==> config.mk <==
export PLATFORM = sky130hd
export DESIGN_NAME = pc_fetch
export DESIGN_NICKNAME = d
export VERILOG_FILES = /design/src/rtl/pc_fetch.sv
export SDC_FILE = /design/constraint.sdc
export NUM_CORES = 1
export LEC_CHECK = 0
export ABC_AREA = 1
export BUFFER_PORTS_ARGS = -buffer_cell sky130_fd_sc_hd__buf_2
export CORE_MARGIN = 2
export CORE_UTILIZATION = 30
export CTS_CLUSTER_SIZE = 40
export DETAILED_ROUTE_END_ITERATION = 16
export HOLD_SLACK_MARGIN = 0.03
export SLEW_MARGIN = 20
export SYNTH_ARGS = -nofsm -noshare
export SYNTH_HDL_FRONTEND = slang
export SYNTH_SLANG_ARGS = --single-unit
==> constraint.sdc <==
create_clock -name clk -period 1.6 [get_ports clk]
set_input_delay 0.16 -clock clk [delete_from_list [all_inputs] [get_ports clk]]
set_output_delay 0.16 -clock clk [all_outputs]
set_load 0.005 [all_outputs]
==> src/rtl/pc_fetch.sv <==
`default_nettype none
// ============================================================================
// Module   : pc_fetch
// Purpose  : MIPS instruction-fetch stage. Holds the PC, fetches over a
//            req/ack memory port and hands instructions to decode via
//            valid/ready. Optional macro PC_FETCH_ALIGN_CHECK_EN traps
//            misaligned next-PC values into a sticky FAULT state.
// Revision : 1.0 - initial release
// ============================================================================
module pc_fetch #(
    parameter logic [31:0] RESET_PC = 32'h0040_0000
) (
    input  logic        clk,
    input  logic        rst_n,
    input  logic [31:0] next_pc,
    output logic        imem_req,
    output logic [31:0] imem_addr,
    input  logic        imem_ack,
    input  logic [31:0] imem_rdata,
    output logic [31:0] inst,
    output logic        inst_valid,
    input  logic        inst_ready,
    output logic [31:0] pc,
    output logic [31:0] pc_plus4,
    output logic [31:0] inst_count,
    output logic        fault
);

    typedef enum logic [1:0] {
        ST_BOOT  = 2'd0,
        ST_FETCH = 2'd1,
        ST_HOLD  = 2'd2,
        ST_FAULT = 2'd3
    } state_t;

    localparam logic [31:0] c_WORD_MASK = 32'hFFFF_FFFC;

    state_t      state_q, state_d;
    logic [31:0] pc_q, pc_d;
    logic [31:0] inst_q, inst_d;
    logic        inst_valid_q, inst_valid_d;
    logic [31:0] inst_count_q, inst_count_d;
    logic        w_accept;
`ifdef PC_FETCH_ALIGN_CHECK_EN
    logic        fault_q, fault_d;
`endif

    assign w_accept = inst_valid_q && inst_ready;

    always_comb begin
        state_d      = state_q;
        pc_d         = pc_q;
        inst_d       = inst_q;
        inst_valid_d = inst_valid_q;
        inst_count_d = inst_count_q;
`ifdef PC_FETCH_ALIGN_CHECK_EN
        fault_d      = fault_q;
`endif
        case (state_q)
            ST_BOOT: begin
                state_d = ST_FETCH;
            end
            ST_FETCH: begin
                if (imem_ack) begin
                    inst_d       = imem_rdata;
                    inst_valid_d = 1'b1;
                    state_d      = ST_HOLD;
                end
            end
            ST_HOLD: begin
                if (w_accept) begin
                    inst_valid_d = 1'b0;
                    inst_count_d = inst_count_q + 32'd1;
`ifdef PC_FETCH_ALIGN_CHECK_EN
                    // Misaligned target: keep the last good pc and trap.
                    if (next_pc[1:0] != 2'b00) begin
                        fault_d = 1'b1;
                        state_d = ST_FAULT;
                    end else begin
                        pc_d    = next_pc;
                        state_d = ST_FETCH;
                    end
`else
                    pc_d    = next_pc & c_WORD_MASK;
                    state_d = ST_FETCH;
`endif
                end
            end
            ST_FAULT: begin
                state_d = ST_FAULT;
            end
            default: begin
                state_d = ST_BOOT;
            end
        endcase
    end

    always_ff @(posedge clk or negedge rst_n) begin
        if (!rst_n) begin
            state_q      <= ST_BOOT;
            pc_q         <= RESET_PC;
            inst_q       <= 32'd0;
            inst_valid_q <= 1'b0;
            inst_count_q <= 32'd0;
        end else begin
            state_q      <= state_d;
            pc_q         <= pc_d;
            inst_q       <= inst_d;
            inst_valid_q <= inst_valid_d;
            inst_count_q <= inst_count_d;
        end
    end

`ifdef PC_FETCH_ALIGN_CHECK_EN
    always_ff @(posedge clk or negedge rst_n) begin
        if (!rst_n) begin
            fault_q <= 1'b0;
        end else begin
            fault_q <= fault_d;
        end
    end
    assign fault = fault_q;
`else
    assign fault = 1'b0;
`endif

    // Request decodes straight from state so an async reset drops it at once.
    assign imem_req   = (state_q == ST_FETCH);
    assign imem_addr  = pc_q;
    assign inst       = inst_q;
    assign inst_valid = inst_valid_q;
    assign pc         = pc_q;
    assign pc_plus4   = pc_q + 32'd4;
    assign inst_count = inst_count_q;

endmodule
`default_nettype wire

# Word level (Yosys, flattened, before mapping)
# Index checks and enable logic that the tools add are counted.
dict set report totals {
  register_bits 97
  inputBits 68
  out_inout_bits 163
}
dict set report classes {
  add_sub_neg 2
  n_eq_ne 5
  mux 6
  n_reduce_logical 7
}
# operator count
set op_table {}
lappend op_table {{$add A32 B1 Y32 const B} 1}
lappend op_table {{$add A32 B3 Y32 const B} 1}
lappend op_table {{$pmux W2 S4} 1}
lappend op_table {{$reduce_and A2 Y1} 3}
lappend op_table {{$eq A2 B2 Y1 const B} 2}
lappend op_table {{$mux W2} 2}
lappend op_table {{$reduce_and A3 Y1} 1}
lappend op_table {{$eq A2 B1 Y1 const B} 1}
lappend op_table {{$logic_not A2 Y1} 1}
lappend op_table {{$mux W1} 2}
lappend op_table {{$ne A2 B1 Y1 const B} 1}
lappend op_table {{$ne A2 B2 Y1 const B} 1}
lappend op_table {{$pmux W1 S2} 1}
lappend op_table {{$reduce_bool A2 Y1} 1}
lappend op_table {{$logic_and A1 B1 Y1} 1}

# Depth between registers and ports, before layout
# Gate-level depths: netlist (run 1).
dict set report depth {
  ltp_word 3
  depth_mapped 10
  depth_no_buf 10
}

# Worst setup path after synthesis (run 1)
# No wires, ideal clock.
dict set report synth_timing {
  path_kind {reg-to-output}
  startpoint {reg pc_q[2] (netlist: imem_addr[2])}
  endpoint {out pc_plus4[22]}
  arrival_ps 1356
  t_required_ps 1440
  setup_slack_ps 84
  path_stages_with_launch 9
  path_buffers 0
  path_cell_list {dfrtp_1 -> ha_1 -> nand3_2 -> nor3_4 -> nand3_2 -> inv_1 -> nand2_1 -> nand2_1 -> nand2_1}
}
dict set report synth_via {
  elab_chain_len 1
}
# element line_no
set synth_rtl {}
lappend synth_rtl {{start, declared} 39} ;# logic [31:0] pc_q, pc_d;
lappend synth_rtl {{start signal, assigned} 107} ;# pc_q <= pc_d;
lappend synth_rtl {{$add A32 B3 Y32} 133} ;# assign pc_plus4 = pc_q + 32'd4;
lappend synth_rtl {{end, declared} 24} ;# output logic [31:0] pc_plus4,
# No other way between the ends.

# Worst setup path after layout (run 1)
dict set report layout_timing {
  startpoint {reg pc_q[2] (netlist: imem_addr[2])}
  endpoint {out pc_plus4[18]}
}
# Same word-level chain as after synthesis.

==> reports/results.txt, run 1 <==
Fin nets: 1103
# fillers: 1658
Die area: 18500 sq um
Reg2reg path depth: 11
DRC: 0
Synthesis warning total: 0
DR vias: 5574
DRT Wirelength: 17500 um
Setup TNS Final: -6.25 ns
CTS tree: yes
Maximum level of the CTS H-tree: 3
Synth Instances: 693
Clock sink total: 97
Antenna diodes: 0
Layout cells sized above 1: 42.6%
Final Wtd Congestion: 0.839
Sequential Area: 2440 sq um
Hold_sp: next_pc[30]
Reg2Reg Launch Point: state_q[0]$_DFFE_PN0P_
Area Growth Syn to Fin: 62.2%
Grt total ovfl: 0
Failing checks: setup timing
Die Span Y: 136 um
Pre-Repair DR Iteration Count: 4
Fin. max-slew vios: 0
CTS Buf Count: 9
Worst-skew pair later-pin latency: 0.35 ns
Max VDD drop: 0.439 mV
Final hold violation count: 0
WL/cell: 13.8 um
CP max-delay cell: dfrtp_1
Multi-input gate area: 2720 sq um
Setup crit start kind: flop
Max clock buf depth: 2
Largest net degree at the start of global routing: 98
Final setup violation count: 27
Syn Std Cell Area: 5240 sq um
Worst-Margin Slew: 0.600 ns
CP endpoint kind: output pin
Clk slew on worst S/H paths: 0.07 ns
Max cap viols: 0
Pwr Density: 596 nW/um^2
I/O pins: 231
Seq/Total Area, Yosys: 46.4%
Initial core utilization: 30.5%
Via density: 4.41
Crit-path max FO: 4
Period minus WS final: 1.94 ns
Worst endpoint data arrival time: 1.78 ns
Fin worst setup slack: -0.341 ns
Critical-path cell list: ha_4, nand3_4, nor3_4, nand3_2, buf_6, xnor2_2, buf_2
Fin crit share: 121%
Total Power: 5.07 mW
Initial antenna violation count: 0
Hold path depth: 3
Vias in the first global route: 5280
R2R Setup Slk: 0.09 ns
Gr usage total: 18.6%
Synthesized area per cell: 7.56 sq um
CP max stage delay: 0.40 ns
Unrepaired setup endpoints after global routing: yes
Data required time at the worst endpoint: 1.44 ns
Rel. slew slack: 60.0%
First-pass GRT wire length: 26700 um
Leak: 4.62 nW
Clk_skew: 0.0116 ns
Die Width: 136 um
FF-to-FF End: inst_count[31]$_DFFE_PN0P_
Crit path kind: flop to output pin
Initial drt markers: 178
Root Driver: clkbuf_16
Std-Cell Rows: 48
Area of the core: 17200 sq um
Hold EP: imem_addr[30]$_DFFE_PN0P_
Dpl hpwl: 12600 um
IO Port Bufs: 221
Status: finished with violations
Antenna-violating nets left: 0
Flops & latches, synth: 97
Fmax: 515 MHz
Hold Path Class: input pin to flop
Post-synth cell types: 27
-- metrics by stage --
stage	util [%]	instance area (sq um)	setup WS, ns	hold slack (ns)	std cells
finish	49.5	8500	-0.341	0.0388	1263
global placement	39.9	6850	-0.116	0.271	1165
detailed placement	39.9	6850	-0.117	0.263	1165
CTS	47.3	8120	-0.415	0.0306	1247
global route	49.5	8500	-0.459	0.0550	1263
floorplan	-	5260	0.0839	-0.136	699
-- Yosys cell counts --
cell type  instances  share of area [%]
nor3_4             1               0.31
clkbuf_1           5               0.36
ha_1               2               0.48
dfrtp_1           96                 46
xor2_1            21                3.5
nand4_1            8               0.96
nor3_1            13                1.2
buf_6              1               0.22
nor4_1             1               0.12
o21ai_0           20                1.9
a31oi_1            1               0.12
nand3_1           32                3.1
conb_1             1              0.072
nor2_1            56                4.0
xnor2_1           17                2.8
nor2_4             2               0.43
nand3b_1           6               0.86
nor2_2             8               0.96
inv_2              3               0.22
dfstp_2            1               0.50
nand2_1          296                 21
nand3_2            3               0.57
o21bai_1           2               0.29
inv_1             52                3.7
nand2_2            1               0.12
buf_4             38                5.4
buf_2              6               0.57
-- critical path: cells and delay by family, from the launching register on --
| family | cells | cell delay, ns |
|---|---|---|
| fa+ha+maj | 1 | 0.17 |
| xor+xnor | 1 | 0.11 |
| flops | 1 | 0.40 |
| simple gates | 3 | 0.48 |
| buf+inv | 2 | 0.27 |
-- worst max path at each step --
stage	start	cells past startpoint	slack (ns)	to
detailed placement	imem_addr[4]$_DFFE_PN0P_	9	-0.12	pc_plus4[31]
CTS	imem_addr[3]$_DFFE_PN0P_	7	-0.41	pc_plus4[18]
finish	imem_addr[2]$_DFFE_PN0P_	7	-0.34	pc_plus4[18]
global route	imem_addr[2]$_DFFE_PN0P_	9	-0.46	pc_plus4[22]
global placement	imem_addr[4]$_DFFE_PN0P_	9	-0.12	pc_plus4[31]
floorplan	imem_addr[2]$_DFFE_PN0P_	8	0.08	pc_plus4[22]
-- what timing repair did --
item | 4_1_cts | 5_1_grt
setup endpoints to repair | 29 | 49
gates cloned | 0 | 1
pin swaps | 31 | 24
endpoints found under the hold margin | 151 | 0
setup buffers | 10 | 16
hold buffers | 56 | 0
gates resized for setup | 86 | 56
-- state kept, by name, summed over array words and instances (netlist names) --
register	flops
inst_count	32
inst_valid	1
state_q	2
imem_addr	30
inst	32
-- cell families (layout without fill, tap and decap cells) --
family | after synthesis | count (layout) | synth area share [%]
other cells | 1 | 7 | 0.0716
fa+ha+maj | 2 | 2 | 0.478
buf+inv | 105 | 444 | 10.5
xor+xnor | 38 | 38 | 6.36
compound gates | 23 | 23 | 2.32
simple gates | 427 | 427 | 33.9
flops | 97 | 97 | 46.4
-- placed cells by master (no fill, tap or decap), drive strengths merged, types with 8 or more instances in the layout --
cell type	Yosys	layout
xnor2	17	17
dfrtp	96	96
buf	45	316
clkbuf	5	10
nor3	14	14
nand3	35	35
nor2	66	66
o21ai	20	20
xor2	21	21
nand4	8	8
nand2	297	297
dlygate4sd3	0	56
inv	55	59
-- per-layer routing --
layer | track usage, % | up-vias | routed length, um | part of all wire (%)
met5 | 0 | - | 0 | 0
met4 | 6.48 | 0 | 408 | 2.3
met3 | 3.69 | 25 | 1040 | 5.9
met2 | 32.8 | 209 | 8710 | 50
met1 | 22.4 | 2566 | 7320 | 42
li1 | - | 2774 | - | -
-- report_power, final --
group          switching [mW]  total [mW]  internal, mW  leakage (nW)
Clock                    1.10        2.37          1.27         0.160
Sequential                  0        2.45          2.45          1.25
Combinational          0.0971       0.247         0.150          3.21
-- final cells by class --
cell class                      count  share of cell area [%]
Tap cell                          225                    3.31
Clock buffer                        9                    2.65
Sequential cell                    97                    28.7
Clock inverter                      7                    1.21
Multi-Input combinational cell    497                    32.0
Timing Repair Buffer              373                    29.6
Inverter                           55                    2.52
(Power assumes the default switching activity.)
==> run 2, diff against run 1 <==
--- a/config.mk
+++ b/config.mk
@@ -7,12 +7,14 @@
 export LEC_CHECK = 0
 export ABC_AREA = 1
 export BUFFER_PORTS_ARGS = -buffer_cell sky130_fd_sc_hd__buf_2
+export CAP_MARGIN = 0
 export CORE_MARGIN = 2
 export CORE_UTILIZATION = 30
 export CTS_CLUSTER_SIZE = 40
 export DETAILED_ROUTE_END_ITERATION = 16
 export HOLD_SLACK_MARGIN = 0.03
-export SLEW_MARGIN = 20
+export PLACE_DENSITY = 0.56
+export SLEW_MARGIN = 25
 export SYNTH_ARGS = -nofsm -noshare
 export SYNTH_HDL_FRONTEND = slang
 export SYNTH_SLANG_ARGS = --single-unit
==> run 2 against run 1 <==
Compared with the run above:
- the flow still finishes with violations (setup timing)
- cell count rose by 0.55%
- combinational power rose by 6%
- total power fell by 1.3%
- register-to-register slack barely moved
- critical endpoint is now pc_plus4[10]
- largest cell class unchanged
- highest routed layer unchanged
==> reports/results.txt, run 2 (same netlist as run 1, synthesis figures left out) <==
CP max-delay cell: dfrtp_1
Die Span Y: 136 um
Reg2Reg Launch Point: inst_count[1]$_DFFE_PN0P_
First-pass GRT wire length: 26300 um
Gr usage total: 18.2%
Post-place setup slack: -0.0750 ns
Clock sink total: 97
Commonest cells after routing, fill and taps aside: nand2_1 (275), buf_2 (220), dfrtp_1 (89)
CP max stage delay: 0.42 ns
Sequential Area: 2440 sq um
CP bufs+invs: 3
Hold_sp: next_pc[2]
I/O pins: 231
Max cap viols: 0
Multi-input gate area: 2700 sq um
Leak: 4.64 nW
Hold Path Class: input pin to flop
IO Port Bufs: 221
Data required time at the worst endpoint: 1.44 ns
Worst endpoint data arrival time: 1.80 ns
Final setup violation count: 27
Dpl hpwl: 12800 um
Max clock buf depth: 2
Crit-path max FO: 3
Maximum level of the CTS H-tree: 3
Area Growth Syn to Fin: 62.0%
Pwr Density: 589 nW/um^2
Setup crit start kind: flop
Post-route cell area: 8480 sq um
WL/cell: 13.5 um
Clk_skew: 0.0101 ns
Worst-skew pair later-pin latency: 0.36 ns
Antenna-violating nets left: 0
Most common cell after layout, fill and taps aside: nand2_1
DRT Wirelength: 17100 um
Initial drt markers: 205
Vias in the first global route: 5280
Fin util: 49.4%
Failing checks: setup timing
Dpl cells: 1168
Root Driver: clkbuf_16
Area of the core: 17200 sq um
Delay-heaviest family, CP: flip-flops
Largest net degree at the start of global routing: 37
Std-Cell Rows: 48
Reg2reg path depth: 12
Initial antenna violation count: 1
FF-to-FF End: inst_count[17]$_DFFE_PN0P_
DR vias: 5528
Unrepaired setup endpoints after global routing: yes
Status: finished with violations
Hold path depth: 3
Hold EP: imem_addr[2]$_DFFE_PN0P_
Pre-Repair DR Iteration Count: 6
Final Wtd Congestion: 0.822
Initial core utilization: 30.5%
Crit path kind: flop to output pin
CTS Buf Count: 9
Final hold violation count: 0
Die Width: 136 um
Fmax: 509 MHz
Placed cell area: 6880 sq um
Finished Layout Cells: 1270
Fin worst setup slack: -0.363 ns
Max VDD drop: 0.453 mV
Fin. max-slew vios: 0
Fin crit share: 123%
CTS tree: yes
DRC: 0
Critical-path cell list: ha_4, nand3_4, nor3_4, buf_4, buf_6, xor2_1, buf_2
Die area: 18500 sq um
Layout cells sized above 1: 42.0%
Grt total ovfl: 0
WHS: 0.0379 ns
Fin nets: 1109
CP endpoint kind: output pin
Clk slew on worst S/H paths: 0.07 ns
Via density: 4.35
Period minus WS final: 1.96 ns
R2R Setup Slk: 0.09 ns
# fillers: 1691
-- run 2: changes by cell type in the layout (fill, tap and decap cells not counted), moves of 2 or more --
cell | previous run | this run
buf_12 | 4 | 2
buf_4 | 77 | 81
buf_6 | 15 | 18
dlygate4sd3_1 | 56 | 58
inv_1 | 43 | 45
inv_4 | 3 | 1
nor2_1 | 28 | 30
nor2_4 | 19 | 17
nor3_1 | 5 | 3
nor3_4 | 3 | 5
xor2_1 | 16 | 20
xor2_2 | 5 | 1
-- run 2: what timing repair did --
item | CTS | global route
resized for setup | 55 | 81
endpoints found under the setup margin | 27 | 44
pin swaps | 28 | 36
hold buffers | 58 | 0
endpoints found under the hold margin | 77 | 0
buffers inserted | 17 | 11
-- run 2: power breakdown --
| group | internal (mW) | switching, mW | total [mW] |
|---|---|---|---|
| logic | 0.162 | 0.0999 | 0.262 |
| registers | 2.45 | 0 | 2.45 |
| clock network | 1.14 | 1.15 | 2.29 |
-- run 2: area by class of cell --
class,instances,share of cell area [%]
sequential,97,28.7
multi-input combinational,497,31.8
clock buffer,9,2.66
clock inverter,7,1.11
inverter,55,2.46
timing repair buffer,379,29.9
tap,225,3.32
antenna,1,0.0295
-- run 2: how the worst max path moves through the flow --
stage                               to  cells past startpoint  slack, ns                 startpoint
after floorplan           pc_plus4[22]                      8       0.08   imem_addr[2]$_DFFE_PN0P_
after global placement    pc_plus4[15]                      8      -0.05  imem_addr[14]$_DFFE_PN0P_
after detailed placement  pc_plus4[15]                      8      -0.08  imem_addr[14]$_DFFE_PN0P_
after CTS                 pc_plus4[18]                      7      -0.40   imem_addr[2]$_DFFE_PN0P_
after global routing      pc_plus4[20]                      8      -0.44   imem_addr[2]$_DFFE_PN0P_
final                     pc_plus4[10]                      7      -0.36   imem_addr[2]$_DFFE_PN0P_
-- run 2: tightest hold or removal path, cell delays in order --
cell and delay, ns:
buf_2 0.09, nand2_1 0.04, o21ai_0 0.06
-- run 2: metal layers --
layer  share of wire, %  global-route usage, %  vias to the layer above
li1                   -                      -                     2792
met5                  0                      0                        -
met1                 42                   22.0                     2515
met2                 50                   31.9                      192
met4                3.0                   7.81                        0
met3                5.6                   3.09                       29
-- run 2: per-stage QoR --
stage                     power, mW  setup TNS, ns
after floorplan                2.51              0
after global placement         2.65         -0.159
after detailed placement       2.65         -0.274
after CTS                      5.09          -7.39
after global routing           5.20          -9.36
final                          5.00          -6.96
